`config.mk`:
```
export PLATFORM = sky130hd
export DESIGN_NAME = tmr_scrub_ctrl
export DESIGN_NICKNAME = d
export VERILOG_FILES = /design/src/rtl/tmr_scrub_ctrl.sv
export SDC_FILE = /design/constraint.sdc
export NUM_CORES = 1
export LEC_CHECK = 0
export ABC_AREA = 1
export BUFFER_PORTS_ARGS = -buffer_cell sky130_fd_sc_hd__clkbuf_2
export CAP_MARGIN = 10
export CELL_PAD_IN_SITES_DETAIL_PLACEMENT = 2
export CELL_PAD_IN_SITES_GLOBAL_PLACEMENT = 2
export CORE_AREA = 5 5 76 78
export DETAILED_ROUTE_END_ITERATION = 16
export DIE_AREA = 0 0 81 83
export PLACE_DENSITY = 0.86
export SYNTH_ARGS = -nofsm -noshare
export SYNTH_HDL_FRONTEND = slang
export SYNTH_SLANG_ARGS = --single-unit
```
`constraint.sdc`:
```
create_clock -name clk -period 1.8 [get_ports clk]
set_input_delay 0.09 -clock clk [delete_from_list [all_inputs] [get_ports clk]]
set_output_delay 0.09 -clock clk [all_outputs]
set_load 0.05 [all_outputs]
```
`src/rtl/tmr_scrub_ctrl.sv`:
```
// Round-robin scrub scheduler for a bank of triplicated registers: strobes one
// entry every PERIOD+1 cycles, defers around functional writes, counts voter mismatches.
module tmr_scrub_ctrl #(
    parameter int N        = 4,
    parameter int PERIOD   = 16,
    parameter int CW       = 8,
    parameter int MAXDEFER = 8,
    localparam int IW      = (N > 1) ? $clog2(N) : 1
) (
    input  logic          clk,
    input  logic          rst,
    input  logic          en,
    input  logic [N-1:0]  wr_busy,
    input  logic [N-1:0]  mismatch,
    input  logic          clr_err,
    output logic [N-1:0]  scrub_we,
    output logic [IW-1:0] scrub_idx,
    output logic [CW-1:0] err_cnt,
    output logic          err_flag,
    output logic          skip_flag,
    output logic          pass_done,
    output logic [1:0]    state_dbg
);

    localparam int TW = (PERIOD > 1) ? $clog2(PERIOD) : 1;
    localparam int DW = $clog2(MAXDEFER + 1);

    localparam logic [TW-1:0] TIMER_LOAD = TW'(PERIOD - 1);
    localparam logic [IW-1:0] LAST_IDX   = IW'(N - 1);
    localparam logic [DW-1:0] DEFER_MAX  = DW'(MAXDEFER);

    typedef enum logic [1:0] {
        IDLE  = 2'd0,
        WAIT  = 2'd1,
        SCRUB = 2'd2
    } state_t;

    // Handshake: scrub_we[i] is a single-cycle enable; the protected entry
    // samples it on the same edge, there is no ready back-pressure. wr_busy is
    // the only hold-off and merely delays the strobe.

    state_t        state, state_n;
    logic [TW-1:0] timer, timer_n;
    logic [IW-1:0] idx, idx_n;
    logic [DW-1:0] defer, defer_n;
    logic          strobe;
    logic          skip;
    logic          advance;
    logic          counted;
    logic          err_sat;

    always_ff @(posedge clk) begin
        if (rst) begin
            state <= IDLE;
            timer <= TIMER_LOAD;
            idx   <= '0;
            defer <= '0;
        end else begin
            state <= state_n;
            timer <= timer_n;
            idx   <= idx_n;
            defer <= defer_n;
        end
    end

    always_comb begin
        state_n = state;
        timer_n = timer;
        idx_n   = idx;
        defer_n = defer;
        strobe  = 1'b0;
        skip    = 1'b0;
        case (state)
            IDLE: begin
                if (en) begin
                    state_n = WAIT;
                    timer_n = TIMER_LOAD;
                end
            end
            WAIT: begin
                if (!en) begin
                    state_n = IDLE;
                end else if (timer == '0) begin
                    state_n = SCRUB;
                    defer_n = '0;
                end else begin
                    timer_n = timer - 1'b1;
                end
            end
            SCRUB: begin
                // rst is gated here so the reset cycle itself never strobes
                if (!en || rst) begin
                    state_n = IDLE;
                end else if (!wr_busy[idx]) begin
                    strobe = 1'b1;
                end else if (defer == DEFER_MAX) begin
                    skip = 1'b1;
                end else begin
                    defer_n = defer + 1'b1;
                end
                if (strobe || skip) begin
                    state_n = WAIT;
                    timer_n = TIMER_LOAD;
                    idx_n   = (idx == LAST_IDX) ? '0 : idx + 1'b1;
                end
            end
            default: begin
                state_n = IDLE;
            end
        endcase
    end

    assign advance = strobe | skip;
    assign counted = strobe & mismatch[idx];
    assign err_sat = &err_cnt;

    always_ff @(posedge clk) begin
        if (rst) begin
            err_cnt   <= '0;
            err_flag  <= 1'b0;
            skip_flag <= 1'b0;
            pass_done <= 1'b0;
        end else begin
            // A mismatch landing with clr_err survives the clear as count 1
            if (clr_err) begin
                err_cnt <= counted ? CW'(1) : '0;
            end else if (counted && !err_sat) begin
                err_cnt <= err_cnt + 1'b1;
            end
            err_flag  <= (err_flag & ~clr_err) | counted;
            skip_flag <= (skip_flag & ~clr_err) | skip;
            pass_done <= advance && (idx == LAST_IDX);
        end
    end

    assign scrub_we  = strobe ? (N'(1) << idx) : '0;
    assign scrub_idx = idx;
    assign state_dbg = state;

    a_we_onehot : assert property (@(posedge clk) disable iff (rst) $onehot0(scrub_we));
    a_we_scrub  : assert property (@(posedge clk) disable iff (rst)
                                   (scrub_we != '0) |-> (state == SCRUB));

endmodule

```
==> results of run 1 <==
## synthesized netlist by cell type (all sizes together)
| cell | instances |
|---|---|
| a21oi | 13 |
| a32o | 1 |
| buf | 3 |
| dfxtp | 23 |
| ha | 8 |
| inv | 35 |
| nand2 | 43 |
| nand3 | 24 |
| nand4 | 9 |
| nor2 | 29 |
| nor3 | 2 |
| o211ai | 3 |
| o21ai | 6 |
| xor2 | 2 |
## per-stage QoR
stage / instances / hold WS [ns] / util (%) / instance area, µm²
after floorplan: 201 / 0.2703 / - / 1369
after global placement: 301 / 0.4045 / 31.97 / 1602
after detailed placement: 301 / 0.3992 / 31.97 / 1602
after CTS: 305 / 0.1222 / 32.89 / 1648
after global routing: 305 / 0.1267 / 33.04 / 1655
final: 305 / 0.1159 / 33.04 / 1655
## tightest hold or removal path, delay by kind of cell
| kind | cells | cell delay, ns |
|---|---|---|
| buf+inv | 2 | 0.18 |
| simple gates | 1 | 0.08 |
## flip-flops by register name, indices dropped and copies added (netlist names)
name       cells
pass_done      1
skip_flag      1
state_dbg      2
scrub_idx      2
timer          4
defer          4
err_cnt        8
err_flag       1
## cell type report
| type | instances | share of cell area, % |
|---|---|---|
| Timing Repair Buffer | 33 | 10.58 |
| Tap cell | 70 | 5.291 |
| Multi-Input combinational cell | 140 | 45.43 |
| Sequential cell | 23 | 28.04 |
| Clock buffer | 4 | 2.721 |
| Inverter | 35 | 7.936 |
## cell usage in the layout, fill, tap and decap left out, types with 5 or more instances in the layout
cell type,n
a21oi_1,13
clkbuf_2,28
dfxtp_1,20
ha_1,8
inv_1,33
nand2_1,40
nand3_1,21
nand4_1,9
nor2_1,27
o21ai_0,5
## metal layers
metal	share of wire, %	track usage (%)
met5	0	0
met2	54	23.75
met3	2.7	2.706
met4	0.83	2.304
met1	43	14.26
## cell families after synthesis
| group | after synthesis | share of synthesized area [%] |
|---|---|---|
| AO/OA/AOI/OAI | 23 | 9.340 |
| XOR/XNOR | 2 | 1.282 |
| adder cells (fa/ha/maj) | 8 | 7.326 |
| buffers and inverters | 38 | 11.63 |
| flip-flops | 23 | 33.70 |
| AND/OR/NAND/NOR | 107 | 36.72 |
## worst paths after layout
path                                                start                      end  slack (ns)  cells past startpoint
worst max register to register  scrub_idx[0]$_SDFFE_PP0P_  err_cnt[5]$_SDFFE_PP0P_        0.21                     10
worst max-delay path            scrub_idx[0]$_SDFFE_PP0P_              scrub_we[0]        0.12                      7
worst min register to register      timer[1]$_SDFFE_PP1P_    timer[1]$_SDFFE_PP1P_        0.49                      2
worst min-delay path                                  rst    timer[1]$_SDFFE_PP1P_        0.12                      3
## report_power, final
group	internal (mW)	switching (mW)
combinational	0.0263	0.0456
sequential	0.515	0.00603
clock	0.158	0.167
total	0.699	0.219
==> metrics.md, run 1 <==
| Metric | Value |
|---|---|
| Final Hold Fails | 0 |
| Worst-Margin Slew | 0.4414 ns |
| Total wire length | 3984 µm |
| Antenna Nets Post-Route | 0 |
| CTS tree | built |
| Vias in the first global route | 1501 |
| Layout cells sized above 1 | 20.85% |
| Routed WL per cell | 13.06 µm |
| Hold Path Class | in -> reg |
| Drt first pass iters | 3 |
| Ports | 31 |
| CP Launch Type | flip-flop |
| Outcome | complete, no violations |
| First-pass GRT wire length | 6900 µm |
| Critical Path RT | 1.71 ns |
| Post-layout nets | 256 |
| Power per Cell Area | 554.5 nW/µm² |
| H-Tree Depth | 1 |
| Arrival @ worst endpoint | 1.59 ns |
| # clock sinks | 23 |
| FP Rows | 26 |
| Initial antenna violation count | 0 |
| Antenna diodes | 0 |
| Clock transition at the registers of the reported paths | 0.08 ns |
| GR Overflow Total | 0 |
| Final worst setup slack | 0.1245 ns |
| Post-synth top area share | 33.70% |
| Hpwl dp | 3312 µm |
| Maximum Capacitance Violations | 0 |
| Crit path time final | 1.675 ns |
| CTS Root Cell | clkbuf_8 |
| CTS Buffer Depth | 2 |
| CP cell instances | inv_2, nand2_1, nand3_2, nand2_4, nand3_4, nor2_1, clkbuf_2 |
| CP Buf/Inv Count | 2 |
| Largest net degree at the start of global routing | 14 |
| # resized after CTS | 1 |
| Power, Total | 0.9179 mW |
| Peak supply drop | 0.2442 mV |
| Avg Cell Area, Syn | 6.798 µm² |
| Area contributors post-synth | dfxtp_1 34%, nand2_1 12%, inv_1 9.1% |
| Yosys cell types | 20 |
| Area of the multi-input gates | 752.0 µm² |
| Sequential-to-total area share from yosys stat | 33.70% |
| Worst slew margin | 70.47% |
| Cell taking the most area after synthesis | dfxtp_1 |
| Critical path class | reg -> out |
| Worst skew pair latency | 0.26 ns |
| Reg area | 464.2 µm² |
| Fmax | 0.5969 GHz |
| CP max-delay cell | dfxtp_2 |
| CP delay by family, top | simple AND/OR/NAND/NOR gates |
| Unrepaired setup endpoints after global routing | no |
| Fin crit share | 93.08% |
| Routed vias | 1405 |
| Initial detailed-routing violation count | 41 |
| Total CTS buffers | 3 |
| Hold Buf Count CTS | 0 |
| Routability cong. | 0.8082 |
| Clk_skew | 0.002726 ns |
| Core Area | 5010 µm² |
| Post-CTS setup buffers | 0 |
| Die Y | 83 µm |
| Cells after Synth | 201 |
| Pre-CTS WS | 0.07132 ns |
| Count of input and output buffers | 30 |
| Filler Cell Count | 654 |
| Yosys warnings | 0 |
| Total die area | 6723 µm² |
| Synthesized area | 1366 µm² |
| Starting Density | 27.27% |
| Final setup fails | 0 |
| Tot GR Track Use | 12.62% |
| CP max FO | 9 |
| Worst path max stage delay | 0.42 ns |
| DR vias/cell | 4.607 |
| Area grow syn2layout | 21.15% |
| Setup TNS | 0 ns |
| DRC viols | 0 |
| Setup crit end kind | primary output |
| Die span in x | 81 µm |
| Leakage | 0.7673 nW |
| Net count after synthesis | 221 |
| Seq cells post-synth | 23 |
| Max Transition Viols Final | 0 |
(Power assumes the default switching activity.)
==> run 2: changes to the inputs <==
==> config.mk (replaced) <==
export PLATFORM = sky130hd
export DESIGN_NAME = tmr_scrub_ctrl
export DESIGN_NICKNAME = d
export VERILOG_FILES = /design/src/rtl/tmr_scrub_ctrl.sv
export SDC_FILE = /design/constraint.sdc
export NUM_CORES = 1
export LEC_CHECK = 0
export ABC_AREA = 0
export BUFFER_PORTS_ARGS = -buffer_cell sky130_fd_sc_hd__buf_2
export CAP_MARGIN = 10
export CELL_PAD_IN_SITES_DETAIL_PLACEMENT = 2
export CELL_PAD_IN_SITES_GLOBAL_PLACEMENT = 2
export CORE_AREA = 5 5 73 75
export DETAILED_ROUTE_END_ITERATION = 16
export DIE_AREA = 0 0 78 80
export PLACE_DENSITY = 0.85
export SYNTH_ARGS = -nofsm -noshare
export SYNTH_HDL_FRONTEND = slang
export SYNTH_SLANG_ARGS = --single-unit
==> metrics.md, run 2 <==
| Metric | Value |
|---|---|
| Unrepaired setup endpoints after global routing | yes |
| Vias in the first global route | 1461 (-2.7%) |
| Antenna Nets Post-Route | 0 (unchanged) |
| DR vias/cell | 5.348 (+16%) |
| Avg Cell Area, Syn | 8.758 µm² (+29%) |
| Net count after synthesis | 176 (-20%) |
| Critical path class | reg -> out |
| Core Area | 4598 µm² (-8.2%) |
| Seq cells post-synth | 23 (unchanged) |
| Arrival @ worst endpoint | 1.68 ns (+0.09 ns) |
| Count of input and output buffers | 30 (unchanged) |
| Cell taking the most area after synthesis | dfxtp_1 |
| Crit path time final | 1.772 ns (+0.09667 ns) |
| H-Tree Depth | 1 (unchanged) |
| Power per Cell Area | 519.2 nW/µm² (-6.4%) |
| Area grow syn2layout | 30.22% |
| Commonest cells after routing, fill and taps aside | 26 x buf_2, 14 x dfxtp_1, 12 x nand2_1, 11 x a21oi_1, 11 x buf_4 |
| Post-layout nets | 217 (-15%) |
| DRC viols | 0 (unchanged) |
| Commonest cells in the netlist | 23 x dfxtp_1, 12 x a21oi_1, 12 x nand2_1 |
| Post-synth top area share | 33.70% (unchanged) |
| Fmax | 0.5643 GHz (-5.5%) |
| Setup TNS | 0 ns (unchanged) |
| Sequential-to-total area share from yosys stat | 33.70% (unchanged) |
| Maximum Capacitance Violations | 0 (unchanged) |
| GR Overflow Total | 0 (unchanged) |
| Cells after Synth | 156 (-22%) |
| Most common cell after layout, fill and taps aside | buf_2 |
| FP Rows | 25 (-3.8%) |
| Routability cong. | 0.7926 (-1.9%) |
| Initial detailed-routing violation count | 25 (-39%) |
| Critical Path RT | 1.71 ns (about the same) |
| Hold Buf Count CTS | 0 (unchanged) |
| Leakage | 0.7425 nW (-3.2%) |
| Largest register FFs | 8 (unchanged) |
| First-pass GRT wire length | 7341 µm (+6.4%) |
| CTS Root Cell | clkbuf_8 |
| Clk_skew | 0.003447 ns (+0.0007211 ns) |
| CTS tree | built |
| Worst slew margin | 75.45% (+5.0 points) |
| Fin crit share | 98.45% (+5.4 points) |
| Starting Density | 29.71% (+2.4 points) |
| Setup crit end kind | primary output |
| Synthesized area | 1366 µm² (unchanged) |
| Total CTS buffers | 3 (unchanged) |
| CTS Buffer Depth | 2 (unchanged) |
| EDFF count, synth | 0 (unchanged) |
| Final Hold Fails | 0 (unchanged) |
| Layout cells sized above 1 | 34.69% (+14 points) |
| Largest net degree at the start of global routing | 14 (unchanged) |
| Total die area | 6240 µm² (-7.2%) |
| Reg2Reg Setup Slack | 0.06 ns (-0.15 ns) |
| Ports | 31 (unchanged) |
| Worst skew pair latency | 0.27 ns (about the same) |
| Largest Register | err_cnt |
| Routed WL per cell | 17.52 µm (+34%) |
| Worst-Margin Slew | 0.3675 ns (-0.07386 ns) |
| Hold Path Class | in -> reg |
| CP max FO | 4 (-5) |
| Most frequent cell after synthesis | dfxtp_1 |
| Max Transition Viols Final | 0 (unchanged) |
| Yosys warnings | 0 (unchanged) |
| Die Y | 80 µm (-3.6%) |
| Area contributors post-synth | dfxtp_1 34%, ha_1 7.3%, a21oi_1 4.4% |
| Die span in x | 78 µm (-3.7%) |
| Layout Utilization | 38.69% (+5.7 points) |
| CP Launch Type | flip-flop |
| Routed vias | 1337 (-4.8%) |
| Total wire length | 4381 µm (+10%) |
| Final worst setup slack | 0.02787 ns (-0.09667 ns) |
| Clock transition at the registers of the reported paths | 0.09 ns (about the same) |
| Hpwl dp | 3245 µm (-2.0%) |
| # clock sinks | 23 (unchanged) |
| Final setup fails | 0 (unchanged) |
| Asr flop ratio synth | 0% (unchanged) |
| Power, Total | 0.9238 mW (+0.65%) |
| Drt first pass iters | 4 (+1) |
| Outcome | complete, no violations |
| Ys flop type | dfxtp_1 |
| Antenna diodes | 0 (unchanged) |
| Largest regs | err_cnt x8, defer x4, timer x4 |
| Tot GR Track Use | 14.34% (+1.7 points) |
| Peak supply drop | 0.2405 mV (-1.5%) |
| Initial antenna violation count | 0 (unchanged) |
| Pre-CTS WS | 0.05829 ns (-0.01304 ns) |
| Yosys cell types | 41 (+110%) |
run 2: cell types whose count changed after synthesis, moves of 4 or more:
cell | previous run | this run
clkbuf_1 | 0 | 4
or4_1 | 0 | 4
inv_1 | 33 | 7
nand2b_1 | 0 | 4
nand3_1 | 21 | 9
and2_1 | 0 | 7
nand2_1 | 42 | 12
nand4_1 | 9 | 2
nor2_1 | 27 | 7
nand3b_1 | 0 | 4
o31ai_1 | 0 | 6
nor2b_1 | 0 | 6
run 2: power by group:
| part | switching (mW) | internal, mW |
|---|---|---|
| clock network | 0.179 | 0.158 |
| registers | 0.00233 | 0.505 |
| logic | 0.0444 | 0.0343 |
run 2: timing repair:
action | 4_1_cts | 5_1_grt
endpoints found under the setup margin | 4 | 15
pin swaps | 0 | 0
buffers inserted | 0 | 1
gates resized for setup | 11 | 5
run 2: per-stage QoR:
step	instance area [µm²]	cells	hold WS, ns
after floorplan	1413	156	0.2673
after global placement	1678	245	0.3552
after detailed placement	1678	245	0.3588
after CTS	1752	249	0.07247
after global routing	1779	250	0.08422
final	1779	250	0.08726
run 2: cells by family (layout without fill, tap and decap cells):
family / count (synthesis) / count (layout) / synth area share (%)
AO/OA/AOI/OAI: 33 / 33 / 15.29
AND/OR/NAND/NOR: 72 / 72 / 31.23
multiplexers: 6 / 6 / 7.692
flip-flops: 23 / 23 / 33.70
buffers and inverters: 13 / 53 / 4.121
XOR/XNOR: 1 / 1 / 0.6411
adder cells (fa/ha/maj): 8 / 8 / 7.326
run 2: area by class of cell:
| cell class | count | area (µm²) |
|---|---|---|
| timing repair buffer | 41 | 265.3 |
| sequential | 23 | 479.2 |
| fill | 530 | 2819 |
| inverter | 8 | 32.53 |
| multi-input combinational | 120 | 889.6 |
| tap | 54 | 67.56 |
| clock buffer | 4 | 45.04 |
run 2: final timing paths:
kind,start,endpoint,cells after the start
hold reg to reg,err_flag$_SDFF_PP0_,err_flag$_SDFF_PP0_,2
hold / removal,rst,err_cnt[0]$_SDFFE_PP0P_,2
setup / recovery,scrub_idx[0]$_SDFFE_PP0P_,scrub_we[2],4
setup reg to reg,scrub_idx[0]$_SDFFE_PP0P_,timer[2]$_SDFFE_PP1P_,5
run 2: routing by layer:
layer	wire length [µm]	vias to the layer above	track usage (%)
met3	108	4	2.144
met5	0	-	0
met4	41	0	4.392
li1	-	649	-
met2	2197	14	25.54
met1	2033	670	17.64
run 2: critical path: stages (launching register included):
cell,delay (ns)
dfxtp_4,0.39
mux4_2,0.55
nor2_4,0.15
and2_2,0.17
buf_6,0.15
==> run 3: changes to the inputs <==
--- a/config.mk
+++ b/config.mk
@@ -10,10 +10,10 @@
 export CAP_MARGIN = 10
 export CELL_PAD_IN_SITES_DETAIL_PLACEMENT = 2
 export CELL_PAD_IN_SITES_GLOBAL_PLACEMENT = 2
-export CORE_AREA = 5 5 73 75
+export CORE_AREA = 5 5 72 74
 export DETAILED_ROUTE_END_ITERATION = 16
-export DIE_AREA = 0 0 78 80
-export PLACE_DENSITY = 0.85
+export DIE_AREA = 0 0 77 79
+export PLACE_DENSITY = 0.87
 export SYNTH_ARGS = -nofsm -noshare
 export SYNTH_HDL_FRONTEND = slang
 export SYNTH_SLANG_ARGS = --single-unit
==> constraint.sdc (replaced) <==
create_clock -name clk -period 2.1 [get_ports clk]
set_input_delay 0.105 -clock clk [delete_from_list [all_inputs] [get_ports clk]]
set_output_delay 0.105 -clock clk [all_outputs]
set_load 0.05 [all_outputs]
==> metrics.md, run 3 (same netlist as run 2, synthesis figures left out) <==
| Metric | Value |
|---|---|
| Max Transition Viols Final | 0 (unchanged) |
| Core Area | 4536 µm² (-1.4%) |
| Layout cells sized above 1 | 24.21% (-10 points) |
| Vias in the first global route | 1446 (-1.0%) |
| Largest net degree at the start of global routing | 18 (+4) |
| Dpl cells | 240 (-2.0%) |
| Antenna diodes | 0 (unchanged) |
| CTS Buffer Depth | 2 (unchanged) |
| Power, Total | 0.7846 mW (-15%) |
| Outcome | complete, no violations |
| Routability cong. | 0.7423 (-6.3%) |
| Critical Path RT | 2.00 ns (+0.29 ns) |
| Die span in x | 77 µm (-1.3%) |
| Antenna Nets Post-Route | 0 (unchanged) |
| Post-route insts no fill | 244 (-2.4%) |
| Critical path class | reg -> out |
| DR vias/cell | 5.422 (+1.4%) |
| Hold Path Class | in -> reg |
| Tot GR Track Use | 14.51% (+0.17 points) |
| Post-layout nets | 211 (-2.8%) |
| Count of input and output buffers | 30 (unchanged) |
| Largest register FFs | 8 (unchanged) |
| Total die area | 6083 µm² (-2.5%) |
| H-Tree Depth | 1 (unchanged) |
| DRC viols | 0 (unchanged) |
| Fin crit share | 94.29% |
| Final Hold Fails | 0 (unchanged) |
| GR Overflow Total | 0 (unchanged) |
| Filler Cell Count | 532 (+0.38%) |
| Worst path max stage delay | 0.60 ns (+0.05 ns) |
| Final Hold Slack | 0.05860 ns (-0.02866 ns) |
| Unrepaired setup endpoints after global routing | no |
| Fmax | 0.5050 GHz |
| Design Area, Final | 1643 µm² (-7.7%) |
| Starting Density | 30.12% (+0.41 points) |
| Maximum Capacitance Violations | 0 (unchanged) |
| Initial antenna violation count | 0 (unchanged) |
| Worst-Margin Slew | 0.3999 ns (+0.03235 ns) |
| # clock sinks | 23 (unchanged) |
| Total wire length | 4243 µm (-3.1%) |
| Arrival @ worst endpoint | 1.88 ns (+0.20 ns) |
| Area grow syn2layout | 20.24% |
| Ports | 31 (unchanged) |
| Die Y | 79 µm (-1.3%) |
| Leakage | 0.6991 nW (-5.8%) |
| Commonest cells after routing, fill and taps aside | 29 x buf_2, 22 x dfxtp_1, 12 x nand2_1, 12 x a21oi_1, 9 x nand3_1 |
| Total CTS buffers | 3 (unchanged) |
| Largest regs | err_cnt x8, defer x4, timer x4 |
| Setup TNS | 0 ns (unchanged) |
| CP max-delay cell | mux4_2 |
| CTS tree | built |
| CP Buf/Inv Count | 1 (unchanged) |
| Power per Cell Area | 477.6 nW/µm² (-8.0%) |
| First-pass GRT wire length | 7217 µm (-1.7%) |
| Most common cell after layout, fill and taps aside | buf_2 |
| Largest Register | err_cnt |
| CP max FO | 6 (+2) |
| Routed WL per cell | 17.39 µm (-0.77%) |
| CP delay by family, top | multiplexers |
| Worst skew pair latency | 0.26 ns (about the same) |
| Placed cell area | 1597 µm² (-4.8%) |
| Final setup fails | 0 (unchanged) |
| Clk_skew | 0.001833 ns (-0.001614 ns) |
| Drt first pass iters | 4 (unchanged) |
| CP cell instances | mux4_2, nor2_2, and2_1, buf_2 |
| Worst slew margin | 73.28% (-2.2 points) |
| Clock transition at the registers of the reported paths | 0.09 ns (about the same) |
| Hpwl dp | 3317 µm (+2.2%) |
| FP Rows | 25 (unchanged) |
| CTS Root Cell | clkbuf_8 |
| CP Launch Type | flip-flop |
| Peak supply drop | 0.2016 mV (-16%) |
| Setup crit end kind | primary output |
| Crit path time final | 1.980 ns |
| Routed vias | 1323 (-1.0%) |
| Initial detailed-routing violation count | 90 (+260%) |
-- run 3: area by class of cell --
cell class	count	area, µm²	area share (%)
multi-input cells	120	848.3	51.64
flip-flops and latches	23	461.7	28.10
repair buffers	35	190.2	11.58
well taps	54	67.56	4.113
clock buffers	4	45.04	2.742
inverters	8	30.03	1.828
-- run 3: metal layers --
metal | track usage (%) | vias to the layer above | wire length, µm
li1 | - | 638 | -
met5 | 0 | - | 0
met1 | 16.68 | 670 | 1817
met3 | 1.814 | 2 | 76
met4 | 3.608 | 0 | 29
met2 | 28.10 | 13 | 2319
-- run 3: metrics by stage --
step           utilization, %  setup slack (ns)
6_report                36.22            0.1199
3_5_place_dp            35.20            0.2426
3_3_place_gp            35.20            0.2998
2_1_floorplan               -           0.05539
5_1_grt                 36.22           0.01212
4_1_cts                 36.17            0.1029
-- run 3: path summary, 6_finish.rpt --
| kind | from | end | slack [ns] | cells after the start |
|---|---|---|---|---|
| max reg2reg | scrub_idx[0]$_SDFFE_PP0P_ | err_cnt[5]$_SDFFE_PP0P_ | 0.22 | 4 |
| max | scrub_idx[0]$_SDFFE_PP0P_ | scrub_we[2] | 0.12 | 4 |
| min reg2reg | err_flag$_SDFF_PP0_ | err_flag$_SDFF_PP0_ | 0.45 | 2 |
| min | rst | defer[3]$_SDFFE_PP0P_ | 0.06 | 2 |
-- run 3: repair_timing --
action / CTS / global route
setup endpoints to repair: 4 / 1
gates resized for setup: 2 / 1
buffers inserted: 0 / 0
pin swaps: 0 / 0
hold buffers: 0 / 0
-- run 3: worst register-to-register path, cell delays in order (launching register included) --
cell     delay (ns)
dfxtp_2        0.37
inv_2          0.12
mux4_2         0.64
or4_1          0.54
a21oi_1        0.15
-- run 3: where the power goes --
group | total (mW) | switching (mW) | internal (mW)
clock | 0.283 | 0.148 | 0.135
sequential | 0.439 | 0.00206 | 0.437
combinational | 0.0621 | 0.0364 | 0.0258
